<file path="src/rtl/apb4_slave_regbank_pkg.sv">
// Shared types for the APB4 register bank.
//   apb_state_e  : transfer FSM states
//   err_cause_e  : reason a transfer was answered with PSLVERR
//   calc_al      : number of byte-address bits below the word index
package apb4_slave_regbank_pkg;

  typedef enum logic [1:0] {
    IDLE,
    WAIT,
    DONE
  } apb_state_e;

  typedef enum logic [2:0] {
    ERR_NONE,
    ERR_RANGE,
    ERR_MISALIGN,
    ERR_RO,
    ERR_PROT,
    ERR_STRB
  } err_cause_e;

  function automatic int calc_al(input int data_width);
    return $clog2(data_width / 8);
  endfunction

endpackage

</file>
<file path="src/rtl/apb4_slave_regbank_if.sv">
// APB4 bus bundle between a requester and the register bank.
//   master modport : drives PSEL/PENABLE/PWRITE/PADDR/PWDATA/PSTRB/PPROT,
//                    receives PRDATA/PREADY/PSLVERR
//   slave modport  : the mirror image
interface apb4_slave_regbank_if #(
  parameter int ADDR_WIDTH = 8,
  parameter int DATA_WIDTH = 32
);
  logic                      PSEL;
  logic                      PENABLE;
  logic                      PWRITE;
  logic [ADDR_WIDTH-1:0]     PADDR;
  logic [DATA_WIDTH-1:0]     PWDATA;
  logic [DATA_WIDTH/8-1:0]   PSTRB;
  logic [2:0]                PPROT;
  logic [DATA_WIDTH-1:0]     PRDATA;
  logic                      PREADY;
  logic                      PSLVERR;

  modport master (
    output PSEL, PENABLE, PWRITE, PADDR, PWDATA, PSTRB, PPROT,
    input  PRDATA, PREADY, PSLVERR
  );

  modport slave (
    input  PSEL, PENABLE, PWRITE, PADDR, PWDATA, PSTRB, PPROT,
    output PRDATA, PREADY, PSLVERR
  );
endinterface

</file>
<file path="src/rtl/apb4_slave_regbank_decode.sv">
// Combinational request decoder for the register bank.
//   i_addr  : byte address of the request
//   i_write : 1 write / 0 read
//   i_strb  : byte strobes
//   i_priv  : PPROT[0] (privileged access)
//   o_idx   : word index (address with the byte-offset bits dropped)
//   o_ro    : index falls in the read-only status window
//   o_err   : request must be answered with PSLVERR
module apb4_slave_regbank_decode
  import apb4_slave_regbank_pkg::*;
#(
  parameter int ADDR_WIDTH = 8,
  parameter int DATA_WIDTH = 32,
  parameter int DEPTH      = 16,
  parameter int RO_WORDS   = 2,
  parameter int PROT_CHECK = 1
) (
  input  logic [ADDR_WIDTH-1:0]   i_addr,
  input  logic                    i_write,
  input  logic [DATA_WIDTH/8-1:0] i_strb,
  input  logic                    i_priv,
  output logic [ADDR_WIDTH-1:0]   o_idx,
  output logic                    o_ro,
  output logic                    o_err
);

  localparam int AL = calc_al(DATA_WIDTH);
  localparam logic [ADDR_WIDTH-1:0] ALIGN_MASK = ADDR_WIDTH'((1 << AL) - 1);

  err_cause_e w_cause;

  always_comb begin
    o_idx   = i_addr >> AL;
    o_ro    = (32'(o_idx) >= 32'(DEPTH - RO_WORDS)) && (32'(o_idx) < 32'(DEPTH));
    w_cause = ERR_NONE;
    // First matching cause wins; all of them lead to the same bus response.
    if ((i_addr & ALIGN_MASK) != '0)
      w_cause = ERR_MISALIGN;
    else if (32'(o_idx) >= 32'(DEPTH))
      w_cause = ERR_RANGE;
    else if (i_write && o_ro)
      w_cause = ERR_RO;
    else if ((PROT_CHECK != 0) && i_write && !i_priv)
      w_cause = ERR_PROT;
    else if (!i_write && (i_strb != '0))
      w_cause = ERR_STRB;
    o_err = (w_cause != ERR_NONE);
  end

endmodule

</file>
<file path="src/rtl/apb4_slave_regbank.sv">
// APB4 completer holding a DEPTH-word register bank.
//   PCLK, PRESET : clock and synchronous active-high reset
//   apb          : APB4 bus (slave modport)
//   hw_status    : read-only status words, RO word k at bits [k*DW +: DW]
//   reg_q        : flattened R/W words, word 0 at the LSBs
// The top RO_WORDS indices read hw_status; the rest are R/W control words
// with per-byte strobes. Every transfer takes WAIT_CYCLES wait states and
// then one completing cycle in which PREADY/PRDATA/PSLVERR are valid.
module apb4_slave_regbank
  import apb4_slave_regbank_pkg::*;
#(
  parameter int ADDR_WIDTH  = 8,
  parameter int DATA_WIDTH  = 32,
  parameter int DEPTH       = 16,
  parameter int RO_WORDS    = 2,
  parameter int WAIT_CYCLES = 0,
  parameter int PROT_CHECK  = 1
) (
  input  logic                                  PCLK,
  input  logic                                  PRESET,
  apb4_slave_regbank_if.slave                   apb,
  input  logic [RO_WORDS*DATA_WIDTH-1:0]        hw_status,
  output logic [(DEPTH-RO_WORDS)*DATA_WIDTH-1:0] reg_q
);

  localparam int SW  = DATA_WIDTH / 8;
  localparam int NRW = DEPTH - RO_WORDS;

  apb_state_e              r_state;
  logic [3:0]              r_cnt;
  logic [ADDR_WIDTH-1:0]   r_addr;
  logic                    r_write;
  logic [DATA_WIDTH-1:0]   r_wdata;
  logic [SW-1:0]           r_strb;
  logic                    r_priv;
  logic [DATA_WIDTH-1:0]   r_words [NRW];
  logic [DATA_WIDTH-1:0]   r_prdata;
  logic                    r_pready;
  logic                    r_pslverr;

  logic                    w_setup;
  logic [ADDR_WIDTH-1:0]   w_addr;
  logic                    w_write;
  logic [SW-1:0]           w_strb;
  logic                    w_priv;
  logic [ADDR_WIDTH-1:0]   w_idx;
  logic                    w_ro;
  logic                    w_err;
  logic [DATA_WIDTH-1:0]   w_rdata;
  logic                    w_unused_prot;

  assign w_setup       = apb.PSEL && !apb.PENABLE;
  // Only the privilege bit matters to this completer.
  assign w_unused_prot = ^apb.PPROT[2:1];

  // With no wait states the response is produced on the same edge the setup
  // is sampled, so the decoder sees the live bus in IDLE and the latched
  // request everywhere else.
  assign w_addr  = (r_state == IDLE) ? apb.PADDR       : r_addr;
  assign w_write = (r_state == IDLE) ? apb.PWRITE      : r_write;
  assign w_strb  = (r_state == IDLE) ? apb.PSTRB       : r_strb;
  assign w_priv  = (r_state == IDLE) ? apb.PPROT[0]    : r_priv;

  apb4_slave_regbank_decode #(
    .ADDR_WIDTH (ADDR_WIDTH),
    .DATA_WIDTH (DATA_WIDTH),
    .DEPTH      (DEPTH),
    .RO_WORDS   (RO_WORDS),
    .PROT_CHECK (PROT_CHECK)
  ) u_decode (
    .i_addr  (w_addr),
    .i_write (w_write),
    .i_strb  (w_strb),
    .i_priv  (w_priv),
    .o_idx   (w_idx),
    .o_ro    (w_ro),
    .o_err   (w_err)
  );

  always_comb begin
    w_rdata = '0;
    for (int i = 0; i < NRW; i++)
      if (!w_ro && (w_idx == ADDR_WIDTH'(i))) w_rdata = r_words[i];
    for (int k = 0; k < RO_WORDS; k++)
      if (w_ro && (w_idx == ADDR_WIDTH'(NRW + k)))
        w_rdata = hw_status[k*DATA_WIDTH +: DATA_WIDTH];
  end

  // Request capture at the setup edge
  always_ff @(posedge PCLK) begin
    if ((r_state == IDLE) && w_setup) begin
      r_addr  <= apb.PADDR;
      r_write <= apb.PWRITE;
      r_wdata <= apb.PWDATA;
      r_strb  <= apb.PSTRB;
      r_priv  <= apb.PPROT[0];
    end
  end

  // Transfer FSM, register bank and registered bus outputs
  always_ff @(posedge PCLK) begin
    if (PRESET) begin
      r_state   <= IDLE;
      r_cnt     <= '0;
      r_prdata  <= '0;
      r_pready  <= 1'b0;
      r_pslverr <= 1'b0;
      for (int i = 0; i < NRW; i++) r_words[i] <= '0;
    end else begin
      r_pready  <= 1'b0;
      r_pslverr <= 1'b0;
      r_prdata  <= '0;
      case (r_state)
        IDLE: begin
          if (w_setup) begin
            if (WAIT_CYCLES == 0) begin
              r_state   <= DONE;
              r_pready  <= 1'b1;
              r_pslverr <= w_err;
              r_prdata  <= (w_err || w_write) ? '0 : w_rdata;
            end else begin
              r_state <= WAIT;
              r_cnt   <= 4'(WAIT_CYCLES - 1);
            end
          end
        end
        WAIT: begin
          if (!apb.PSEL) begin
            r_state <= IDLE;
          end else if (r_cnt != '0) begin
            r_cnt <= r_cnt - 4'd1;
          end else begin
            r_state   <= DONE;
            r_pready  <= 1'b1;
            r_pslverr <= w_err;
            r_prdata  <= (w_err || w_write) ? '0 : w_rdata;
          end
        end
        DONE: begin
          r_state <= IDLE;
          if (w_write && !w_err) begin
            for (int i = 0; i < NRW; i++)
              if (w_idx == ADDR_WIDTH'(i))
                for (int b = 0; b < SW; b++)
                  if (r_strb[b]) r_words[i][8*b +: 8] <= r_wdata[8*b +: 8];
          end
        end
        default: r_state <= IDLE;
      endcase
    end
  end

  assign apb.PRDATA  = r_prdata;
  assign apb.PREADY  = r_pready;
  assign apb.PSLVERR = r_pslverr;

  for (genvar g = 0; g < NRW; g++) begin : g_flat
    assign reg_q[g*DATA_WIDTH +: DATA_WIDTH] = r_words[g];
  end

endmodule

</file>
<file path="src/flat_wrapper.sv">
// flat-port wrapper written by rule: the top's interface ports become plain ports
module apb4_slave_regbank_flat import apb4_slave_regbank_pkg::*;
#(
  parameter int ADDR_WIDTH  = 8,
  parameter int DATA_WIDTH  = 32,
  parameter int DEPTH       = 16,
  parameter int RO_WORDS    = 2,
  parameter int WAIT_CYCLES = 0,
  parameter int PROT_CHECK  = 1
)
  (PCLK, PRESET, hw_status, reg_q, apb_PSEL, apb_PENABLE, apb_PWRITE, apb_PADDR, apb_PWDATA, apb_PSTRB, apb_PPROT, apb_PRDATA, apb_PREADY, apb_PSLVERR);
  apb4_slave_regbank_if #(.ADDR_WIDTH(ADDR_WIDTH), .DATA_WIDTH(DATA_WIDTH)) apb_i ();
  input  logic PCLK;
  input  logic PRESET;
  input  logic [RO_WORDS*DATA_WIDTH-1:0] hw_status;
  output logic [(DEPTH-RO_WORDS)*DATA_WIDTH-1:0] reg_q;
  input wire logic [$bits(apb_i.PSEL)-1:0] apb_PSEL;
  input wire logic [$bits(apb_i.PENABLE)-1:0] apb_PENABLE;
  input wire logic [$bits(apb_i.PWRITE)-1:0] apb_PWRITE;
  input wire logic [$bits(apb_i.PADDR)-1:0] apb_PADDR;
  input wire logic [$bits(apb_i.PWDATA)-1:0] apb_PWDATA;
  input wire logic [$bits(apb_i.PSTRB)-1:0] apb_PSTRB;
  input wire logic [$bits(apb_i.PPROT)-1:0] apb_PPROT;
  output wire logic [$bits(apb_i.PRDATA)-1:0] apb_PRDATA;
  output wire logic [$bits(apb_i.PREADY)-1:0] apb_PREADY;
  output wire logic [$bits(apb_i.PSLVERR)-1:0] apb_PSLVERR;
  assign apb_i.PSEL = apb_PSEL;
  assign apb_i.PENABLE = apb_PENABLE;
  assign apb_i.PWRITE = apb_PWRITE;
  assign apb_i.PADDR = apb_PADDR;
  assign apb_i.PWDATA = apb_PWDATA;
  assign apb_i.PSTRB = apb_PSTRB;
  assign apb_i.PPROT = apb_PPROT;
  assign apb_PRDATA = apb_i.PRDATA;
  assign apb_PREADY = apb_i.PREADY;
  assign apb_PSLVERR = apb_i.PSLVERR;
  apb4_slave_regbank #(.ADDR_WIDTH(ADDR_WIDTH), .DATA_WIDTH(DATA_WIDTH), .DEPTH(DEPTH), .RO_WORDS(RO_WORDS), .WAIT_CYCLES(WAIT_CYCLES), .PROT_CHECK(PROT_CHECK)) u_core (.PCLK(PCLK), .PRESET(PRESET), .apb(apb_i), .hw_status(hw_status), .reg_q(reg_q));
endmodule
</file>
<file path="config.mk">
export PLATFORM = sky130hd
export DESIGN_NAME = apb4_slave_regbank_flat
export DESIGN_NICKNAME = d
export VERILOG_FILES = /design/src/rtl/apb4_slave_regbank_pkg.sv /design/src/rtl/apb4_slave_regbank_if.sv /design/src/rtl/apb4_slave_regbank_decode.sv /design/src/rtl/apb4_slave_regbank.sv /design/src/flat_wrapper.sv
export SDC_FILE = /design/constraint.sdc
export NUM_CORES = 1
export LEC_CHECK = 0
export CAP_MARGIN = 0
export CORE_ASPECT_RATIO = 0.75
export CORE_MARGIN = 1.5
export CORE_UTILIZATION = 30
export DETAILED_ROUTE_END_ITERATION = 8
export SYNTH_ARGS = -nofsm -noshare
export SYNTH_HDL_FRONTEND = slang
export SYNTH_SLANG_ARGS = --single-unit
</file>
<file path="constraint.sdc">
create_clock -name PCLK -period 9.8 [get_ports PCLK]
set_input_delay 1.96 -clock PCLK [delete_from_list [all_inputs] [get_ports PCLK]]
set_output_delay 1.96 -clock PCLK [all_outputs]
set_load 0.01 [all_outputs]
</file>
; Word level (Yosys, flattened, before mapping)
; Memories as Yosys holds them, arrays and structs flattened.
; Cells that the tools add are included.
[totals]
ff_bits = 86
mem_bits_rw = 448
output_inout_bits = 482
mem_count = 1
[classes]
addsub = 1
magnitude_cmp = 3
eq_ne = 19
mux = 384
bitwise_logic = 56
reduce_logical = 37
[memory_table]
columns = name, depth, word_bits, rd, rd_ports_with_merged_regs, write_ports, line_no
row1 = u_core.r_words, 14, 32, 14, 0, 14, apb4_slave_regbank.sv:36  ; logic [DATA_WIDTH-1:0] r_words [NRW];
[ops]
columns = op, n
row1 = $mux W32, 20
row2 = $mux W8, 57
row3 = $mux W1, 294
row4 = $pmux W32 S2, 1
row5 = $or A1 B1 Y1, 56
row6 = $eq A6 B4 Y1 const B, 8
row7 = $eq A6 B3 Y1 const B, 4
row8 = $logic_and A1 B1 Y1, 23
row9 = $mux W3, 5
row10 = $eq A6 B2 Y1 const B, 2
row11 = $logic_not A8 Y1, 1
row12 = $reduce_bool A4 Y1, 2
row13 = $reduce_bool A8 Y1, 1
row14 = $eq A6 B1 Y1 const B, 1
row15 = $ge A6 B4 Y1 const B, 1
row16 = $ge A6 B5 Y1 const B, 1
row17 = $lt A6 B5 Y1 const B, 1
row18 = $mux W2, 3
row19 = $logic_not A1 Y1, 5
row20 = $mux W4, 1
row21 = $pmux W1 S2, 2
row22 = $pmux W2 S2, 1
row23 = $sub A4 B1 Y4 const B, 1
row24 = $ne A3 B3 Y1 const B, 1
row25 = 8 further kinds, 8

; Depth between registers and ports, before layout
; Gate-level depths: netlist (run 1).
[logic_depth]
depth_word = 26
ltp_mapped = 12
mapped_depth_nobuf = 7

; Cells and area by module
; Synthesis (run 1) repeated with hierarchy kept, for this count alone.
[unflattened]
hier_cells = 1989
area_unflattened_um2 = 23521.3
[modules_own_cells]
columns = mod, n_inst, cells_each, area_per_inst_um2
row1 = apb4_slave_regbank, 1, 1973, 23418.7
row2 = apb4_slave_regbank_decode, 1, 16, 102.6

; Worst setup path before layout (run 1)
; No wires, ideal clock.
[synth_path]
kind = input-to-reg
from = input port apb_PENABLE
to = register u_core.r_prdata[15], in the netlist u_core.apb.PRDATA[15]
arrival_ps = 7429
path_slack_ps = 2296
path_stages = 6
path_buffers = 1
path_cell_list = nor3b_1 nand2b_1 or4_4 buf_6 or4_1 o22ai_1
[synth_between]
elab_chain_len = 4
[synth_rtl]
columns = item, line_no
row1 = from (decl), flat_wrapper.sv:18  ; input wire logic [$bits(apb_i.PENABLE)-1:0] apb_PENABLE;
row2 = $logic_not A1 Y1, apb4_slave_regbank.sv:52  ; assign w_setup = apb.PSEL && !apb.PENABLE;
row3 = $logic_and A1 B1 Y1, apb4_slave_regbank.sv:52
row4 = $mux W32, apb4_slave_regbank.sv:115  ; if (w_setup) begin
row5 = $pmux W32 S2, apb4_slave_regbank.sv:113  ; case (r_state)
row6 = to (signal assigned), apb4_slave_regbank.sv:120  ; r_prdata <= (w_err || w_write) ? '0 : w_rdata;
row7 = to (signal assigned), apb4_slave_regbank.sv:136  ; r_prdata <= (w_err || w_write) ? '0 : w_rdata;
row8 = to (decl), apb4_slave_regbank.sv:37  ; logic [DATA_WIDTH-1:0] r_prdata;
; No other way between the ends.
; A chain may end at the register's enable or synchronous reset.

; Worst setup path in the final report (run 1)
[layout_path]
from = input port apb_PADDR[3]
to = register u_core.r_prdata[7], in the netlist u_core.apb.PRDATA[7]
[layout_between]
elab_chain_len = 25
elab_cells_between_ends = 65
[layout_rtl]
columns = item, line_no
row1 = from (decl), flat_wrapper.sv:20  ; input wire logic [$bits(apb_i.PADDR)-1:0] apb_PADDR;
row2 = $mux W8 (*), apb4_slave_regbank.sv:59  ; assign w_addr = (r_state == IDLE) ? apb.PADDR : r_addr;
row3 = $ge A6 B4 Y1 / $lt A6 B5 Y1 (equally long branches), apb4_slave_regbank_decode.sv:34  ; o_ro = (32'(o_idx) >= 32'(DEPTH - RO_WORDS)) && (32'(o_idx) < 32'(DEPTH));
row4 = $logic_and A1 B1 Y1, apb4_slave_regbank_decode.sv:34
row5 = $logic_not A1 Y1, apb4_slave_regbank.sv:83  ; if (!w_ro && (w_idx == ADDR_WIDTH'(i))) w_rdata = r_words[i];
row6 = $logic_and A1 B1 Y1, apb4_slave_regbank.sv:83
row7 = $mux W32 (14 in series), apb4_slave_regbank.sv:83
row8 = $mux W32 (2 in series), apb4_slave_regbank.sv:85  ; if (w_ro && (w_idx == ADDR_WIDTH'(NRW + k)))
row9 = $mux W32 (*), "apb4_slave_regbank.sv:120, apb4_slave_regbank.sv:136"
row10 = $mux W32, apb4_slave_regbank.sv:130  ; end else if (r_cnt != '0) begin
row11 = $mux W32, apb4_slave_regbank.sv:128  ; if (!apb.PSEL) begin
row12 = $pmux W32 S2 (*), apb4_slave_regbank.sv:113
; Every way passes the cells marked *; elsewhere a longest branch is shown, timed or not.

==> impl_metrics.yaml, run 1 <==
clock_network:
  cts_tree: "built"
  postCtsSetupRepairBufs: 0
  holdBufCountCts: 0
  clock_tree.root_cell: "clkbuf_16"
  clkSinkCount: 529
  clock_latency_ns: 0.62
  clk_pin_slew_ns: 0.06
  cts_inserted_buffers: 54
  clk_path_buf_depth: 3
  cts-resized-gates: 0
  cts_max_level: 2
hold_path:
  whs_path_depth: 2
  min_to: "u_core.apb.PRDATA[13]$_SDFF_PP0_"
  holdCritStartpoint: "u_core.r_words[0][429]$_DFFE_PP_"
  hold_path.class: "reg -> reg"
logic_synthesis:
  yosys.area_share.adder: 0
  synth.avg_cell_area_sq_um: 12.58
  synth_top_family_by_area: "compound AO/OA/AOI/OAI gates"
  synth_area_leaders: "edfxtp_1, nor2_1, dfxtp_1"
  ys_ff_latch: 529
  ys_types: 75
  synth.largest_area_cell: "edfxtp_1"
  synthesis.area_sq_mm: 0.02260
  synthSimpleGateAreaFrac: 0.1240
  synthCells: 1796
  synthFlopType: "edfxtp_1"
  synthMuxAreaShare: 0.002048
  yosysWarningCount: 0
  synth_top_area_frac: 0.6563
  synth_edf_count: 494
  syn_nets: 1912
  synth_compound_area_frac: 0.1598
  yosysSeqAreaShare: 0.6873
  async_reset_ff_frac: 0
  synth_xor_xnor_area_share: 0
floorplanning:
  die_x_microns: 319.9
  die_height_microns: 240.7
  start_util: 0.3053
  core-area_sq_mm: 0.07403
  num_rows: 86
  die-area_sq_mm: 0.07701
  num_io_pins: 598
critical_path:
  crit_family: "compound AO/OA/AOI/OAI gates"
  start_kind: "primary input"
  cp_num_buf_inv: 2
  worstReg2RegStart: "u_core.r_state[1]$_SDFFE_PP0P_"
  slowest_stage: "o2111a_1"
  crit_arrival_ns: 6.02
  critical_path.endpoint_type: "register"
  crit_fanout: 29
  r2r_end: "u_core.apb.PRDATA[7]$_SDFF_PP0_"
  crit_chain: "clkdlybuf4s50_1 -> buf_4 -> or3b_2 -> nand2_1 -> nor2_1 -> o2111a_1 -> o21ai_0 -> a21boi_0 -> o32ai_1"
  reg2reg_slack_ns: 5.09
  worstPathRequired_ns: 10.24
  slowest_delay_ns: 0.87
  reg2reg_depth: 8
  path_class: "in -> reg"
global_routing:
  grt_pass1_wl_microns: 143000
  grt_pass1_vias: 18579
  globalRouteOverflowTotal: 0
  grt_max_degree: 71
  antenna_found_initial: 0
  grt_usage: 0.2618
cells_and_area:
  mostFrequentLayoutCells: "clkdlybuf4s50_1, edfxtp_1, nor2_1"
  final_common_cell: "clkdlybuf4s50_1"
  antennaDiodeCount: 0
  finalInstanceArea_sq_mm: 0.03135
  fill_cells: 6868
  fin_nets: 2466
  area_growth_pct: 38.69
  drive_gt1_frac: 0.06976
sta:
  clock.fmax_mhz: 179.2
  skew_ns: 0.02964
  final.min_clock_period_ns: 5.582
  setup_viol: 0
  drv_slew: 0
  rsz0062_at_grt: "false"
  max_slew_margin: 0.1675
  hold_viol: 0
  fin_crit_sh: 0.5696
  fin_setup_tns_ns: 0
  tightest_slew_ns: 1.244
run_status:
  status: "finished, violations left"
  violations: "design-rule violations"
routing:
  drt-pass1-iter-count: 9
  drc: 1
  routed_wl_microns: 105500
  antenna_left: 0
  drt-initial-drc-count: 2289
  viasPerCell: 5.609
  via_count: 18858
  wl_per_cell_microns: 31.38
placement:
  dpl-instance-area_sq_mm: 0.02958
  gp_congestion: 0.8970
  dp_hpwl_microns: 77860
  portBuffers: 595
pwr:
  powerDensity_mw_per_mm2: 166.5
  ir_drop_v: 0.0001150
  p_leak_nw: 10.60
flow_run:
  cap_violations: 0
[synth_stat cells, drive strengths merged, types with 27 or more instances]
| master | number |
|---|---|
| clkbuf | 109 |
| dfxtp | 35 |
| nor2 | 417 |
| a222oi | 35 |
| o21ai | 64 |
| nand2 | 73 |
| nor3 | 27 |
| edfxtp | 494 |
| a221oi | 32 |
| buf | 36 |
| a22oi | 28 |
| nor2b | 35 |
| o22ai | 42 |
| a21o | 68 |
| a21oi | 57 |
[cells by family after synthesis]
group,Yosys count
simple gates,633
compound gates,482
buf+inv,148
mux,4
flops,529
[per-layer routing]
layer / routed length, microns / global-route usage / part of all wire / up-vias
li1: - / - / - / 8001
met1: 41250 / 0.3357 / 0.39 / 9628
met2: 51390 / 0.4446 / 0.49 / 1066
met3: 9796 / 0.05933 / 0.093 / 163
met4: 3057 / 0.07525 / 0.029 / 0
met5: 0 / 0 / 0 / -
[worst max-delay path by stage]
stage / slack (ns) / depth (start not counted) / startpoint / end
3_5_place_dp: 3.50 / 9 / apb_PADDR[3] / u_core.apb.PRDATA[7]$_SDFF_PP0_
6_report: 4.22 / 9 / apb_PADDR[3] / u_core.apb.PRDATA[7]$_SDFF_PP0_
4_1_cts: 4.13 / 9 / apb_PADDR[3] / u_core.apb.PRDATA[7]$_SDFF_PP0_
2_1_floorplan: 2.30 / 6 / apb_PENABLE / u_core.apb.PRDATA[15]$_SDFF_PP0_
5_1_grt: 4.09 / 9 / apb_PADDR[3] / u_core.apb.PRDATA[7]$_SDFF_PP0_
3_3_place_gp: 3.60 / 9 / apb_PADDR[3] / u_core.apb.PRDATA[7]$_SDFF_PP0_
[state kept, by name (all words and copies together) (netlist names)]
register,flops
u_core.apb.PSLVERR,1
u_core.r_state,1
u_core.apb.PRDATA,32
u_core.r_strb,4
u_core.r_wdata,32
u_core.r_words,448
u_core.r_addr,8
u_core.r_priv,1
u_core.r_write,1
u_core.apb.PREADY,1
[through the flow]
step           total power, mW  hold slack [ns]  utilization  cells  setup WS, ns
2_1_floorplan            2.819           0.5828            -   1796         2.296
3_3_place_gp             3.145           0.6006       0.3995   3262         3.604
3_5_place_dp             3.152           0.5773       0.3995   3262         3.496
4_1_cts                  5.238           0.5953       0.4234   3362         4.130
5_1_grt                  5.352           0.6339       0.4234   3362         4.088
6_report                 5.218           0.6032       0.4234   3362         4.218
[power by group]
group	total, mW	internal (mW)	switching (mW)
sequential	2.62	2.55	0.0607
clock	2.11	1.20	0.910
combinational	0.491	0.214	0.277
[layout make-up]
class                   count  area [sq um]  area share
flip-flops and latches    529         15540      0.4956
multi-input cells        1119          6504      0.2075
repair buffers            643          6314      0.2014
clock buffers              77          1508     0.04810
well taps                 968          1211     0.03864
clock inverters            23         262.8    0.008382
inverters                   3         11.26   0.0003592
[worst min-delay path, delay by kind of cell (launching register included)]
family / cells / cell delay [ns]
AOI/OAI and AO/OA: 2 / 0.21
DFF: 1 / 0.35
No activity file was read; power rests on OpenSTA's default activity.
==> run 2: changes to the inputs <==
==> constraint.sdc (replaced) <==
create_clock -name PCLK -period 5.7 [get_ports PCLK]
set_input_delay 1.14 -clock PCLK [delete_from_list [all_inputs] [get_ports PCLK]]
set_output_delay 1.14 -clock PCLK [all_outputs]
set_load 0.01 [all_outputs]
==> impl_metrics.yaml, run 2 (synthesis gave the netlist of run 1 again) <==
sta:
  drv_slew: 0
  max_slew_margin: 0.2596
  setup_viol: 0
  hold_ws_ns: 0.6163
  fin_setup_tns_ns: 0
  fin_crit_sh: 0.7220
  final.min_clock_period_ns: 4.116
  skew_ns: 0.01832
  clock.fmax_mhz: 243.0
  hold_viol: 0
  rsz0062_at_grt: "false"
  tightest_slew_ns: 1.110
  final.setup.worst_slack_ns: 1.584
clock_network:
  cts_inserted_buffers: 53
  cts_max_level: 2
  cts-resized-gates: 0
  holdBufCountCts: 0
  clk_path_buf_depth: 3
  clock_tree.root_cell: "clkbuf_16"
  clock_latency_ns: 0.62
  postCtsSetupRepairBufs: 0
  clkSinkCount: 529
  clk_pin_slew_ns: 0.06
  cts_tree: "built"
pwr:
  ir_drop_v: 0.0002004
  p_leak_nw: 10.73
  powerDensity_mw_per_mm2: 284.2
  total_power_mw: 8.967
global_routing:
  grt_max_degree: 49
  grt_usage: 0.2600
  grt_pass1_wl_microns: 141400
  antenna_found_initial: 3
  globalRouteOverflowTotal: 0
  grt_pass1_vias: 18400
placement:
  dp_hpwl_microns: 79460
  dp_cells: 3287
  dpl-instance-area_sq_mm: 0.02978
  gp_congestion: 0.9303
  place_ws_ns: 0.9161
  portBuffers: 595
cells_and_area:
  mostFrequentLayoutCells: "clkdlybuf4s50_1, edfxtp_1, nor2_1"
  drive_gt1_frac: 0.07778
  fill_cells: 6813
  final_cells: 3386
  fin_nets: 2490
  final_common_cell: "clkdlybuf4s50_1"
  regMostFlops: "u_core.r_words"
  finalInstanceArea_sq_mm: 0.03156
  largest_reg_flops: 448
  area_growth_pct: 39.61
  final_core_util: 0.4262
floorplanning:
  die_x_microns: 319.9
  core-area_sq_mm: 0.07403
  num_rows: 86
  die_height_microns: 240.7
  die-area_sq_mm: 0.07701
  start_util: 0.3053
  num_io_pins: 598
flow_run:
  cap_violations: 0
run_status:
  violations: "design-rule violations"
  status: "finished, violations left"
routing:
  drc: 5
  via_count: 18880
  antenna_left: 0
  viasPerCell: 5.576
  drt-pass1-iter-count: 9
  wl_per_cell_microns: 30.96
  drt-initial-drc-count: 2416
  routed_wl_microns: 104800
critical_path:
  path_class: "in -> reg"
  critical_path.endpoint_type: "register"
  crit_fanout: 25
  start_kind: "primary input"
  crit_arrival_ns: 4.45
  worstPathRequired_ns: 6.04
hold_path:
  hold_path.class: "reg -> reg"
-- run 2: cell types whose count changed in the layout (fill, tap and decap cells not counted), sizes merged --
cell      previous run  this run
buf                 49        74
diode                0         1
clkinv              14         9
clkbuf              77        82
clkinvlp             2         0
-- run 2: path summary, 6_finish.rpt --
path                                     from                              endpoint  slack (ns)  cells past startpoint
max                              apb_PADDR[3]  u_core.r_words[0][104]$_SDFFCE_PN0P_        1.58                     10
min          u_core.r_words[0][447]$_DFFE_PP_      u_core.apb.PRDATA[31]$_SDFF_PP0_        0.62                      2
max reg2reg    u_core.r_state[1]$_SDFFE_PP0P_      u_core.apb.PRDATA[16]$_SDFF_PP0_        1.94                      7
min reg2reg  u_core.r_words[0][447]$_DFFE_PP_      u_core.apb.PRDATA[31]$_SDFF_PP0_        0.62                      2
-- run 2: area by class of cell --
| type | count | area (sq um) | area share |
|---|---|---|---|
| Multi-Input combinational cell | 1119 | 6510 | 0.2063 |
| Inverter | 3 | 11.26 | 0.0003569 |
| Tap cell | 968 | 1211 | 0.03838 |
| Clock buffer | 82 | 1535 | 0.04865 |
| Sequential cell | 529 | 15540 | 0.4923 |
| Clock inverter | 16 | 235.2 | 0.007454 |
| Antenna cell | 1 | 2.502 | 0.00007930 |
| Timing Repair Buffer | 668 | 6514 | 0.2064 |
-- run 2: per-layer routing --
metal  share of wire  global-route usage  vias up
li1                -                   -     8050
met2            0.49              0.4489     1115
met4           0.024             0.06405        0
met1            0.39              0.3250     9583
met5               0                   0        -
met3           0.098             0.06881      132
-- run 2: worst max-delay path: stages --
cell	delay, ns
clkdlybuf4s50_1	0.60
buf_4	0.40
mux2i_2	0.13
o21bai_1	0.31
a221oi_2	0.52
nor3_1	0.22
and2_1	0.22
buf_4	0.22
nand2_1	0.56
nor2_1	0.09
-- run 2: where the power goes --
part / switching [mW] / total [mW] / internal (mW)
clock: 1.54 / 3.62 / 2.08
combinational: 0.473 / 0.845 / 0.372
sequential: 0.108 / 4.50 / 4.39
